<file path="src/rtl/writeback_regfile.sv">
// writeback_regfile -- Y86-64 write-back stage.
//
// Captures the memory-stage outputs (m_*) into the W pipeline register,
// commits W_valE / W_valM to the 15-entry register file, and serves the two
// combinational decode read ports. It also exports the W fields used by
// forwarding, the processor status, a sticky halt flag and a retire counter.
//
// Ports
//   clk, rst_n            rising-edge clock, async active-low reset
//   m_stat/icode/valE/valM/dstE/dstM   instruction leaving data_memory
//   W_stall, W_bubble     W register hold / NOP-insert controls (stall wins)
//   d_srcA, d_srcB        decode read addresses (15 = RNONE reads 0)
//   d_rvalA, d_rvalB      decode read data
//   W_icode/dstE/dstM/valE/valM        W register contents
//   Stat                  W_stat; a bubble reports SAOK
//   halted                sticky, set the edge after an exception reaches W
//   retire_cnt            SAOK instructions that have left W (wraps)
//
// Configuration
//   WB_BYPASS_EN  when defined, a read whose address matches the register
//                 being committed this cycle returns the committing value
//                 (valM over valE). When undefined, reads return the
//                 contents before the edge, and the pipeline forwarding
//                 logic resolves that hazard.
module writeback_regfile #(
  parameter int                DATA_W   = 64,
  parameter logic [DATA_W-1:0] RSP_INIT = '0,
  parameter int                CNT_W    = 32
) (
  input  logic              clk,
  input  logic              rst_n,
  input  logic [2:0]        m_stat,
  input  logic [3:0]        m_icode,
  input  logic [DATA_W-1:0] m_valE,
  input  logic [DATA_W-1:0] m_valM,
  input  logic [3:0]        m_dstE,
  input  logic [3:0]        m_dstM,
  input  logic              W_stall,
  input  logic              W_bubble,
  input  logic [3:0]        d_srcA,
  input  logic [3:0]        d_srcB,
  output logic [DATA_W-1:0] d_rvalA,
  output logic [DATA_W-1:0] d_rvalB,
  output logic [3:0]        W_icode,
  output logic [3:0]        W_dstE,
  output logic [3:0]        W_dstM,
  output logic [DATA_W-1:0] W_valE,
  output logic [DATA_W-1:0] W_valM,
  output logic [2:0]        Stat,
  output logic              halted,
  output logic [CNT_W-1:0]  retire_cnt
);

  localparam logic [2:0] SAOK  = 3'd1;
  localparam logic [2:0] SADR  = 3'd2;
  localparam logic [2:0] SINS  = 3'd3;
  localparam logic [2:0] SHLT  = 3'd4;
  localparam logic [3:0] INOP  = 4'h1;
  localparam logic [3:0] RNONE = 4'hF;
  localparam int         NREGS = 15;

  typedef struct packed {
    logic              valid;
    logic [2:0]        stat;
    logic [3:0]        icode;
    logic [DATA_W-1:0] valE;
    logic [DATA_W-1:0] valM;
    logic [3:0]        dstE;
    logic [3:0]        dstM;
  } w_reg_t;

  localparam w_reg_t W_BUBBLE = '{valid: 1'b0, stat: SAOK, icode: INOP,
                                  valE: '0, valM: '0, dstE: RNONE, dstM: RNONE};

  w_reg_t            w_q;
  logic [DATA_W-1:0] regs [NREGS];

  logic w_exc;
  logic commit;
  logic w_hold;
  logic retire;

  assign w_exc  = (w_q.stat == SADR) || (w_q.stat == SINS) || (w_q.stat == SHLT);
  assign commit = (w_q.stat == SAOK) && !halted;
  // An excepting instruction freezes W as soon as it arrives, so Stat keeps
  // reporting the fault after halted rises.
  assign w_hold = halted || W_stall || w_exc;
  assign retire = w_q.valid && commit && !W_stall;

  // W pipeline register
  always_ff @(posedge clk or negedge rst_n) begin
    if (!rst_n) begin
      w_q <= W_BUBBLE;
    end else if (w_hold) begin
      w_q <= w_q;
    end else if (W_bubble) begin
      w_q <= W_BUBBLE;
    end else begin
      w_q <= '{valid: 1'b1, stat: m_stat, icode: m_icode, valE: m_valE,
               valM: m_valM, dstE: m_dstE, dstM: m_dstM};
    end
  end

  // Register file. A stalled SAOK instruction rewrites the same values each
  // cycle, which is harmless. When dstE == dstM (popq %rsp), valM wins.
  always_ff @(posedge clk or negedge rst_n) begin
    if (!rst_n) begin
      for (int i = 0; i < NREGS; i++)
        regs[i] <= (i == 4) ? RSP_INIT : '0;
    end else if (commit) begin
      for (int i = 0; i < NREGS; i++) begin
        if (w_q.dstM == 4'(i))      regs[i] <= w_q.valM;
        else if (w_q.dstE == 4'(i)) regs[i] <= w_q.valE;
      end
    end
  end

  // Sticky halt and retire counter
  always_ff @(posedge clk or negedge rst_n) begin
    if (!rst_n) begin
      halted     <= 1'b0;
      retire_cnt <= '0;
    end else begin
      if (w_exc) halted <= 1'b1;
      if (retire) retire_cnt <= retire_cnt + CNT_W'(1);
    end
  end

  // Read ports. RNONE never matches an entry in the loop, so it reads 0.
  logic [DATA_W-1:0] file_a, file_b;

  always_comb begin
    file_a = '0;
    file_b = '0;
    for (int i = 0; i < NREGS; i++) begin
      if (d_srcA == 4'(i)) file_a = regs[i];
      if (d_srcB == 4'(i)) file_b = regs[i];
    end
  end

`ifdef WB_BYPASS_EN
  always_comb begin
    d_rvalA = file_a;
    if (commit && (w_q.dstM != RNONE) && (d_srcA == w_q.dstM))      d_rvalA = w_q.valM;
    else if (commit && (w_q.dstE != RNONE) && (d_srcA == w_q.dstE)) d_rvalA = w_q.valE;
  end

  always_comb begin
    d_rvalB = file_b;
    if (commit && (w_q.dstM != RNONE) && (d_srcB == w_q.dstM))      d_rvalB = w_q.valM;
    else if (commit && (w_q.dstE != RNONE) && (d_srcB == w_q.dstE)) d_rvalB = w_q.valE;
  end
`else
  assign d_rvalA = file_a;
  assign d_rvalB = file_b;
`endif

  assign W_icode = w_q.icode;
  assign W_dstE  = w_q.dstE;
  assign W_dstM  = w_q.dstM;
  assign W_valE  = w_q.valE;
  assign W_valM  = w_q.valM;
  assign Stat    = w_q.stat;

endmodule

</file>
<file path="config.mk">
export PLATFORM = sky130hd
export DESIGN_NAME = writeback_regfile
export DESIGN_NICKNAME = d
export VERILOG_FILES = /design/src/rtl/writeback_regfile.sv
export SDC_FILE = /design/constraint.sdc
export NUM_CORES = 2
export LEC_CHECK = 0
export CELL_PAD_IN_SITES_DETAIL_PLACEMENT = 1
export CELL_PAD_IN_SITES_GLOBAL_PLACEMENT = 1
export CORE_MARGIN = 2
export CORE_UTILIZATION = 35
export CTS_BUF_LIST = sky130_fd_sc_hd__clkbuf_2
export DETAILED_ROUTE_END_ITERATION = 10
export PLACE_DENSITY_LB_ADDON = 0.12
export SLEW_MARGIN = 20
export SYNTH_ARGS = -nofsm -noshare
export SYNTH_HDL_FRONTEND = slang
export SYNTH_SLANG_ARGS = --single-unit
</file>
<file path="constraint.sdc">
create_clock -name clk -period 1.87 [get_ports clk]
set_input_delay 0.2805 -clock clk [delete_from_list [all_inputs] [get_ports clk]]
set_output_delay 0.2805 -clock clk [all_outputs]
set_load 0.01 [all_outputs]
</file>
==> flow_summary.ini <==
[status]
status = complete, but fails checks
violations = negative setup slack

[sta]
relSlewSlack_pct = 2.78
setup_ws_ps = -2530
slew_violations = 0
fin_crit_sh_pct = 235
worst_pin_slew_ps = 1460
layout_min_cycle_time_ps = 4400
final-setup-viol-count = 1430
max_freq_mhz = 227
grt_setup_unrepaired = true
finalHoldViolations = 0
skew_ps = 187

[synthesis]
netlist_instances = 8217
synth_edf_count = 0
synth_ff_type = dfrtp_1
ys_ff_latch = 1137
syn_avg_cell_area_um2 = 8.75
synth.area.top_cells = dfrtp_1 (39%), mux2i_1 (16%), o21ai_0 (7.8%)
async_flop_share_pct = 100
synth_top_area_cell = dfrtp_1
syn-cell-area_um2 = 71900
yosysSeqAreaShare_pct = 39.6
synth_top_area_share_pct = 39.2
yosysUniqueCellTypes = 93
syn_nets = 8373
yosys_warnings = 0

[final_layout]
synthToLayoutAreaGrowth_pct = 45.7
final_util_pct = 51.3
drive_gt1_share_pct = 33.4
fill_cells = 23200
nets = 10700
mostFrequentLayoutCells = buf_4 (1629), nand2_1 (1208), mux2i_1 (1127)
multiInputGateArea_um2 = 41200
final_common_cell = buf_4
seqCellArea_um2 = 28500

[clocking]
clock_sinks = 1137
cts_tree = done
cts_root_buf = clkbuf_2
clk_latency_ps = 2070
cts_made_buffers = 365
htreeDepth = 5
clk_path_buf_depth = 4
clk_transition_reported_paths_ps = 100

[floorplanning]
num_io_pins = 459
core_area_um2 = 204000
fp-row-count = 166
die_x_um = 457
start_util_pct = 35.2
die_area_um2 = 209000
die_y_um = 457

[critical_path]
path_class = flop to output port
worstPathArrival_ps = 4120
crit_path_start_kind = flop
critPathRequiredTime_ps = 1590
worstSetupEndpointType = output port
cp_max_fo = 2
reg2reg_setup_slack_ps = -570

[placement]
port_buffers = 458
dp_slack_ps = -1800
globalplace.congestion = 1.03
hpwl_um = 339000

[grt]
grt_max_degree = 93
grt_pass1_vias = 85600
antenna_found_initial = 39
grt.overflow.total = 0
grt_use_total_pct = 45.1
grt_first_pass_wirelength_um = 672000

[worst_hold_path]
min_path_type = input pin to flop

[route]
first_iter_violations = 9836
first_pass_iters = 8
vias_per_cell = 6.23
vias = 83900
wl_per_cell_um = 36.3
detail-route-antenna-nets = 0
drc_errors = 0
wl_um = 489000

[pwr]
power.density_nw_per_um2 = 984
p_leak_uw = 0.0478
ir_drop_mv = 0.801
power_uw = 103000

[flow_run]
cap_violations = 0
flip-flops by register name, summed over array words and instances (netlist names), 3 cells and up:
signal and cells:
Stat 3, W_dstE 4, W_dstM 4, W_icode 4, W_valE 64, W_valM 64
regs 960, retire_cnt 32
logic make-up after synthesis:
logic type               synth area share [%]
AO/OA/AOI/OAI                            21.3
buffers and inverters                    7.28
XOR/XNOR                                0.378
flip-flops                               39.6
adder cells (fa/ha/maj)                0.0174
AND/OR/NAND/NOR                          13.1
multiplexers                             18.4
worst paths after layout:
check | to | start | cells past startpoint
setup / recovery | d_rvalA[24] | regs[664] | 5
hold / removal | W_dstM[1] | W_stall | 8
setup reg to reg | regs[124] | Stat[0] | 10
hold reg to reg | W_icode[2] | W_icode[2] | 2
max in group asynchronous | regs[694] | rst_n | 8
min in group asynchronous | regs[725] | rst_n | 6
metal layers:
metal / track usage [%] / share of wire (%)
met1: 58.0 / 39
met2: 66.2 / 42
met3: 11.9 / 10
met4: 30.5 / 7.9
met5: 0 / 0.046
layout make-up:
type | count | area share (%)
Sequential cell | 1137 | 27.2
Clock buffer | 526 | 2.51
Antenna cell | 16 | 0.0382
Timing Repair Buffer | 2971 | 27.4
Tap cell | 2688 | 3.21
Multi-Input combinational cell | 6047 | 39.3
Inverter | 29 | 0.105
Clock inverter | 61 | 0.282
synth_stat cells (38+ instances only):
cell,instances
o211ai_1,57
dfrtp_1,1127
mux2i_1,1147
a221oi_1,50
o21ai_0,1117
buf_2,342
nand3b_1,139
a21oi_1,596
a22oi_1,88
o221ai_1,75
nor2_1,541
o21ai_1,61
clkbuf_1,419
nor2b_1,38
o22ai_1,158
a211oi_1,44
nand2_1,1235
mux4_2,50
o2bb2ai_1,39
buf_4,210
mux2_2,54
repair_timing:
item                                    in CTS  in global routing
setup buffers                              131                146
endpoints found under the setup margin    1423               1436
hold buffers                               440                  0
pin swaps                                  329                210
gates cloned                                 0                  6
hold endpoints to repair                  1313                  0
resized for setup                         1128                666
where the power goes:
group | switching (µW) | total, µW | internal, µW
combinational | 29100 | 49700 | 20600
sequential | 3950 | 32800 | 28800
clock | 13100 | 20700 | 7640
total | 46100 | 103000 | 57100
worst max-delay path, stage by stage (launching register included):
cell and delay, ps:
dfrtp_1 440, a22o_1 240, a222oi_1 920, o21a_1 260, o21ai_4 120, buf_6 150
stage by stage:
step / setup TNS, ps / instance area [µm²] / std cells / hold WS, ps
2_1_floorplan: -294 / 72400 / 8217 / -15.1
5_1_grt: -837180 / 105000 / 13500 / 411
3_5_place_dp: -377640 / 93600 / 12200 / 196
4_1_cts: -831670 / 103000 / 13300 / 165
3_3_place_gp: -349820 / 93600 / 12200 / 197
6_report: -747930 / 105000 / 13500 / 411
Note: power is estimated with default switching activity, not from simulation.
